## src/rtl/game_sequencer.sv

```systemverilog
// Game sequencer: physics tick, jump gating, collision, lives and score.
// Optional HISCORE_EN adds a best-score register and output port.
module game_sequencer #(
  parameter int TICK_DIV   = 25000,
  parameter int SCORE_DIV  = 100,
  parameter int HIT_TICKS  = 1000,
  parameter int LIVES_INIT = 3,
  parameter int PLAYER_W   = 20,
  parameter int PLAYER_H   = 20,
  parameter int OBS_W      = 20,
  parameter int OBS_H      = 40
) (
  input  logic        clk,
  input  logic        rst,
  input  logic        button,
  input  logic [15:0] x_player,
  input  logic [15:0] y_player,
  input  logic [15:0] x_obs,
  input  logic [15:0] y_obs,
  output logic        tick,
  output logic        jump_req,
  output logic [1:0]  state,
  output logic [1:0]  lives,
  output logic [15:0] score,
  output logic        collide
`ifdef HISCORE_EN
  ,
  output logic [15:0] hiscore
`endif
);

  typedef enum logic [1:0] {
    S_IDLE = 2'd0,
    S_RUN  = 2'd1,
    S_HIT  = 2'd2,
    S_OVER = 2'd3
  } state_e;

  localparam int DW = (TICK_DIV  > 1) ? $clog2(TICK_DIV)      : 1;
  localparam int SW = (SCORE_DIV > 1) ? $clog2(SCORE_DIV)     : 1;
  localparam int HW = (HIT_TICKS > 1) ? $clog2(HIT_TICKS + 1) : 1;

  localparam logic [DW-1:0] DIV_MAX = DW'(TICK_DIV - 1);
  localparam logic [SW-1:0] SC_MAX  = SW'(SCORE_DIV - 1);
  localparam logic [HW-1:0] HIT_LD  = HW'(HIT_TICKS);
  localparam logic [1:0]    LV_INIT = 2'(LIVES_INIT);

  state_e        state_q, state_d;
  logic [DW-1:0] div_q, div_d;
  logic [SW-1:0] sc_q, sc_d;
  logic [HW-1:0] hit_q, hit_d;
  logic [1:0]    lives_q, lives_d;
  logic [15:0]   score_q, score_d;
  logic          tick_q, tick_d;
  logic          jump_q, jump_d;
  logic          coll_q, coll_d;
  logic          btn_q;

  logic press;
  logic running;
  logic div_wrap;

  assign press    = button & ~btn_q;
  assign running  = (state_q == S_RUN) || (state_q == S_HIT);
  assign div_wrap = (div_q == DIV_MAX);

  // Box overlap at 17 bits so the far edges never wrap.
  logic [16:0] xp, yp, xo, yo;
  logic [16:0] xp_r, yp_b, xo_r, yo_b;
  assign xp   = {1'b0, x_player};
  assign yp   = {1'b0, y_player};
  assign xo   = {1'b0, x_obs};
  assign yo   = {1'b0, y_obs};
  assign xp_r = xp + 17'(PLAYER_W);
  assign yp_b = yp + 17'(PLAYER_H);
  assign xo_r = xo + 17'(OBS_W);
  assign yo_b = yo + 17'(OBS_H);
  assign coll_d = (xp < xo_r) && (xo < xp_r)
               && (yp < yo_b) && (yo < yp_b);

`ifdef HISCORE_EN
  logic [15:0] hi_q, hi_d;
`endif

  // Next-state: game FSM, divider, score, lives and hit timer.
  always_comb begin
    state_d = state_q;
    lives_d = lives_q;
    score_d = score_q;
    sc_d    = sc_q;
    hit_d   = hit_q;
    jump_d  = 1'b0;
    div_d   = '0;
    if (running) begin
      div_d = div_wrap ? '0 : div_q + DW'(1);
    end
    unique case (state_q)
      S_IDLE: begin
        if (press) begin
          state_d = S_RUN;
          score_d = '0;
          sc_d    = '0;
          lives_d = LV_INIT;
        end
      end
      S_RUN, S_HIT: begin
        jump_d = press;
        if (tick_q) begin
          if (sc_q == SC_MAX) begin
            sc_d = '0;
            if (score_q != 16'hFFFF) begin
              score_d = score_q + 16'd1;
            end
          end else begin
            sc_d = sc_q + SW'(1);
          end
          if (state_q == S_RUN) begin
            if (coll_q) begin
              if (lives_q == 2'd1) begin
                lives_d = 2'd0;
                state_d = S_OVER;
              end else begin
                lives_d = lives_q - 2'd1;
                state_d = S_HIT;
                hit_d   = HIT_LD;
              end
            end
          end else begin
            if (hit_q <= HW'(1)) begin
              hit_d   = '0;
              state_d = S_RUN;
            end else begin
              hit_d = hit_q - HW'(1);
            end
          end
        end
      end
      S_OVER: begin
        if (press) begin
          state_d = S_IDLE;
        end
      end
      default: state_d = S_IDLE;
    endcase
    tick_d = running && div_wrap
          && ((state_d == S_RUN) || (state_d == S_HIT));
  end

`ifdef HISCORE_EN
  // Best score latched when a game ends.
  always_comb begin
    hi_d = hi_q;
    if ((state_d == S_OVER) && (state_q != S_OVER)
        && (score_d > hi_q)) begin
      hi_d = score_d;
    end
  end
`endif

  // State registers with synchronous reset.
  always_ff @(posedge clk) begin
    if (rst) begin
      state_q <= S_IDLE;
      div_q   <= '0;
      sc_q    <= '0;
      hit_q   <= '0;
      lives_q <= LV_INIT;
      score_q <= '0;
      tick_q  <= 1'b0;
      jump_q  <= 1'b0;
      coll_q  <= 1'b0;
      btn_q   <= 1'b0;
`ifdef HISCORE_EN
      hi_q    <= '0;
`endif
    end else begin
      state_q <= state_d;
      div_q   <= div_d;
      sc_q    <= sc_d;
      hit_q   <= hit_d;
      lives_q <= lives_d;
      score_q <= score_d;
      tick_q  <= tick_d;
      jump_q  <= jump_d;
      coll_q  <= coll_d;
      btn_q   <= button;
`ifdef HISCORE_EN
      hi_q    <= hi_d;
`endif
    end
  end

  assign tick     = tick_q;
  assign jump_req = jump_q;
  assign state    = state_q;
  assign lives    = lives_q;
  assign score    = score_q;
  assign collide  = coll_q;
`ifdef HISCORE_EN
  assign hiscore  = hi_q;
`endif

endmodule
```

## config.mk

```make
export PLATFORM = sky130hd
export DESIGN_NAME = game_sequencer
export DESIGN_NICKNAME = d
export VERILOG_FILES = /design/src/rtl/game_sequencer.sv
export SDC_FILE = /design/constraint.sdc
export NUM_CORES = 1
export LEC_CHECK = 0
export ABC_AREA = 1
export ABC_CLOCK_PERIOD_IN_PS = 3970
export BUFFER_PORTS_ARGS = -buffer_cell sky130_fd_sc_hd__buf_4
export CORE_MARGIN = 3
export CORE_UTILIZATION = 45
export CTS_CLUSTER_DIAMETER = 200
export DETAILED_ROUTE_END_ITERATION = 8
export HOLD_SLACK_MARGIN = 0.15
export PLACE_DENSITY = 0.7
export REMOVE_ABC_BUFFERS = 1
export SETUP_SLACK_MARGIN = 0.5
export SYNTH_ARGS = -nofsm -noshare
export SYNTH_HDL_FRONTEND = slang
export SYNTH_SLANG_ARGS = --single-unit
```

## constraint.sdc

```tcl
create_clock -name clk -period 3.97 [get_ports clk]
set_clock_uncertainty 0.05 [all_clocks]
set_input_delay 0.1985 -clock clk [delete_from_list [all_inputs] [get_ports clk]]
set_output_delay 0.1985 -clock clk [all_outputs]
set_load 0.1 [all_outputs]
```

==> results.md <==
* Status: completed
* Largest net degree at the start of global routing at 24
* Launching point of the worst reg2reg path: state[0]$_SDFF_PP0_
* H-tree depth at 2
* Vias/cell at 5.05
* Resized cells post-CTS at 0
* Multi-input combinational cell area at roughly 3800 sq um
* DR iter-0 viols at 348
* Critical path peak fanout at 16
* Final Hold Viols at 0
* Top post-synthesis cells by area: dfxtp_1 (21%), ha_1 (17%), nand2_1 (12%)
* Unrepaired setup endpoints after global routing: no
* Core area at about 12000 sq um
* CTS tree: done
* Yosys reg bits at 56
* # rows at 39
* PortBufs at 89
* R2R depth at 14
* Initial antenna violation count at 0
* Yosys top cell area share at 21.0%
* CTS clk-pin slew, worst paths at 70 ps
* Crit-path max cell delay at 430 ps
* Ys Warns at 0
* Worst-skew pair later-pin latency at about 300 ps
* Min-delay src: rst
* Antenna-violating nets left at 0
* Clock period minus worst slack at 2720 ps
* Die ar. at 13200 sq um
* Gpl congestion at 0.880
* Post-synthesis sequential area ratio at 21.0%
* CTS buffer count at 5
* Layout cell share with drive strength beyond 1 at 12.1%
* Reg-to-reg slack, setup at 1250 ps
* Cell area power density at roughly 240 nW/um^2
* First-pass GRT wire length at approximately 22000 microns
* Area Overhead vs Synth at 18.3%
* Peak supply drop at between 0.15 and 0.2 mV
* Gr ovfl total at 0
* Vias in the first global route at 4897
* Setup TNS at 0 ps
* Drt total wl at 12300 microns
* DR WL/cell at 11.8 microns
* Power, Total at 1520 uW
* Critical Path Start: state[0]$_SDFF_PP0_
* Total of max-cap violations at 0
* Critical-path top delay cell: dfxtp_1
* Min-Delay Path Depth at 2
* Min-Delay Endpoint: btn_q$_SDFF_PP0_
* Fmax at 368 MHz
* Finish-stage setup viols at 0
* Ports at 90
* Hold crit path type: primary input to register
* EDFF count, synth at 0
* Synthesized area at 5340 sq um
* Setup crit end kind: register
* Nets at ~1000
* CTS max path bufs at 2
* Leakage at 0.00296 uW
* Distinct cell type count after synthesis at 42
* DIE HEIGHT at 115 microns
* Diodes inserted at 0
* Synth Flop Type: dfxtp_1
* Worst rel slew slack at between 60% and 70%
* Post-detail-place hpwl at 10100 microns
* Die X at between 100 and 150 microns
* Post-synthesis cell count at 811
* Vias at about 5300
* FILL cells at about 1100
* Cell at the root of the clock tree: clkbuf_16
* Register area at 1120 sq um
* Startpoint types: register
* Critical Path AT at around 2900 ps
* Final worst path period share at 68.5%
* DRC at 0
* Initial core utilization at 46.4%
* Slew Viols, Final at 0
* Slew @ Worst Pin at ~570 ps
* Worst path cell trace: inv_1 -> ha_1 -> inv_1 -> nand2_1 -> nand2_2 -> nand2_4 -> a21oi_2 -> nand2_2 -> inv_4 -> nand2_2 -> nor2_2 -> nand2_1 -> nand2_1 -> nor2_1
* CP required at 4120 ps
* Setup repair bufs after CTS at 0
* Kind of critical path: register to register
* Avg Cell Area, Syn at 6.59 sq um
* RR Endpoint: score[10]$_SDFFE_PP0P_
* Synth async-reset ratio at 0%
* GRT Total Usage at 19.1%
* Cts-stage hold buffer count at 1
* Synth area leader: dfxtp_1
* CTS sink count at 56
* DRT Pass-1 Iters at 7
==> cells in the final DEF (no fill, tap or decap), drive strengths merged, types with 2 or more instances in the layout <==
master / n
and2: 2
clkinv: 3
nor4: 5
a211oi: 3
buf: 89
a21oi: 50
xnor2: 16
o21a: 3
dfxtp: 56
ha: 74
nand3: 61
a21o: 7
nand4: 23
clkbuf: 5
xor2: 40
o211ai: 2
and3: 2
nor2: 113
o21ai: 26
nor3: 23
nand2: 178
inv: 105
nand3b: 2
a221oi: 5
==> where the power goes <==
part           total (uW)  switching, uW  internal, uW  leakage, uW
registers             586           13.1           573     0.000452
clock network         445            209           237    0.0000742
logic                 484            299           185      0.00244
total                1520            521           995      0.00296
==> stage by stage <==
stage	hold slack (ps)	cells	worst slack, ps	util [%]	cell area, sq um
floorplan	218	806	838	-	5310
global placement	381	1038	1380	53.5	6160
detailed placement	389	1038	1310	53.5	6160
CTS	199	1047	1280	54.9	6320
global route	228	1047	1020	54.9	6320
finish	199	1047	1250	54.9	6320
==> worst max path at each step <==
stage	slack, ps	depth (start not counted)	end
global route	1020	14	score[10]$_SDFFE_PP0P_
detailed placement	1310	14	score[10]$_SDFFE_PP0P_
finish	1250	14	score[10]$_SDFFE_PP0P_
floorplan	840	14	score[10]$_SDFFE_PP0P_
CTS	1280	14	score[10]$_SDFFE_PP0P_
global placement	1380	14	score[10]$_SDFFE_PP0P_
==> cell type report <==
type                            count  area share, %
Sequential cell                    56           17.7
Clock inverter                      3          0.356
Multi-Input combinational cell    645           60.1
Tap cell                          143           2.83
Timing Repair Buffer               90           10.7
Clock buffer                        5           1.98
Inverter                          105           6.28
==> synthesized netlist by cell type, drive strengths merged (2+ instances only) <==
| master | n |
|---|---|
| nand2 | 178 |
| nand3b | 2 |
| xor2 | 40 |
| a221oi | 5 |
| nor4 | 5 |
| o21a | 3 |
| o211ai | 2 |
| clkbuf | 3 |
| and2 | 2 |
| o21ai | 26 |
| xnor2 | 16 |
| a211oi | 3 |
| and3 | 2 |
| dfxtp | 56 |
| a21oi | 50 |
| nor2 | 113 |
| buf | 2 |
| nor3 | 23 |
| nand3 | 61 |
| nand4 | 23 |
| a21o | 7 |
| inv | 104 |
| ha | 74 |
==> state kept, by name (all words and copies together) (netlist names) <==
| name | count |
|---|---|
| hit_q | 10 |
| btn_q | 1 |
| state | 2 |
| div_q | 15 |
| collide | 1 |
| sc_q | 7 |
| jump_req | 1 |
| tick | 1 |
| score | 16 |
| lives | 2 |
==> kinds of logic (layout without fill, tap and decap cells) <==
kind of cell	after synthesis	in the layout	synth area share [%]
flip-flops	56	56	21.0
AO/OA/AOI/OAI	105	105	11.5
AND/OR/NAND/NOR	410	410	33.0
buffers and inverters	110	203	7.94
XOR/XNOR	56	56	9.18
adder cells (fa/ha/maj)	74	74	17.3
==> layer usage <==
| metal | routed length [microns] | track usage, % | up-vias |
|---|---|---|---|
| met5 | 0 | 0 | - |
| met4 | 98 | 2.97 | 0 |
| met3 | 536 | 3.00 | 8 |
| met2 | 5640 | 32.5 | 107 |
| met1 | 6060 | 26.0 | 2296 |
| li1 | - | - | 2874 |
==> worst max-delay path, delay by kind of cell, from the launching register on <==
family,cells,cell delay (ps)
buffers and inverters,3,710
adders and majority gates,1,420
AOI/OAI and AO/OA,1,150
DFF,1,430
and+or+nand+nor,9,850
Power figures use the tool's default switching activity.
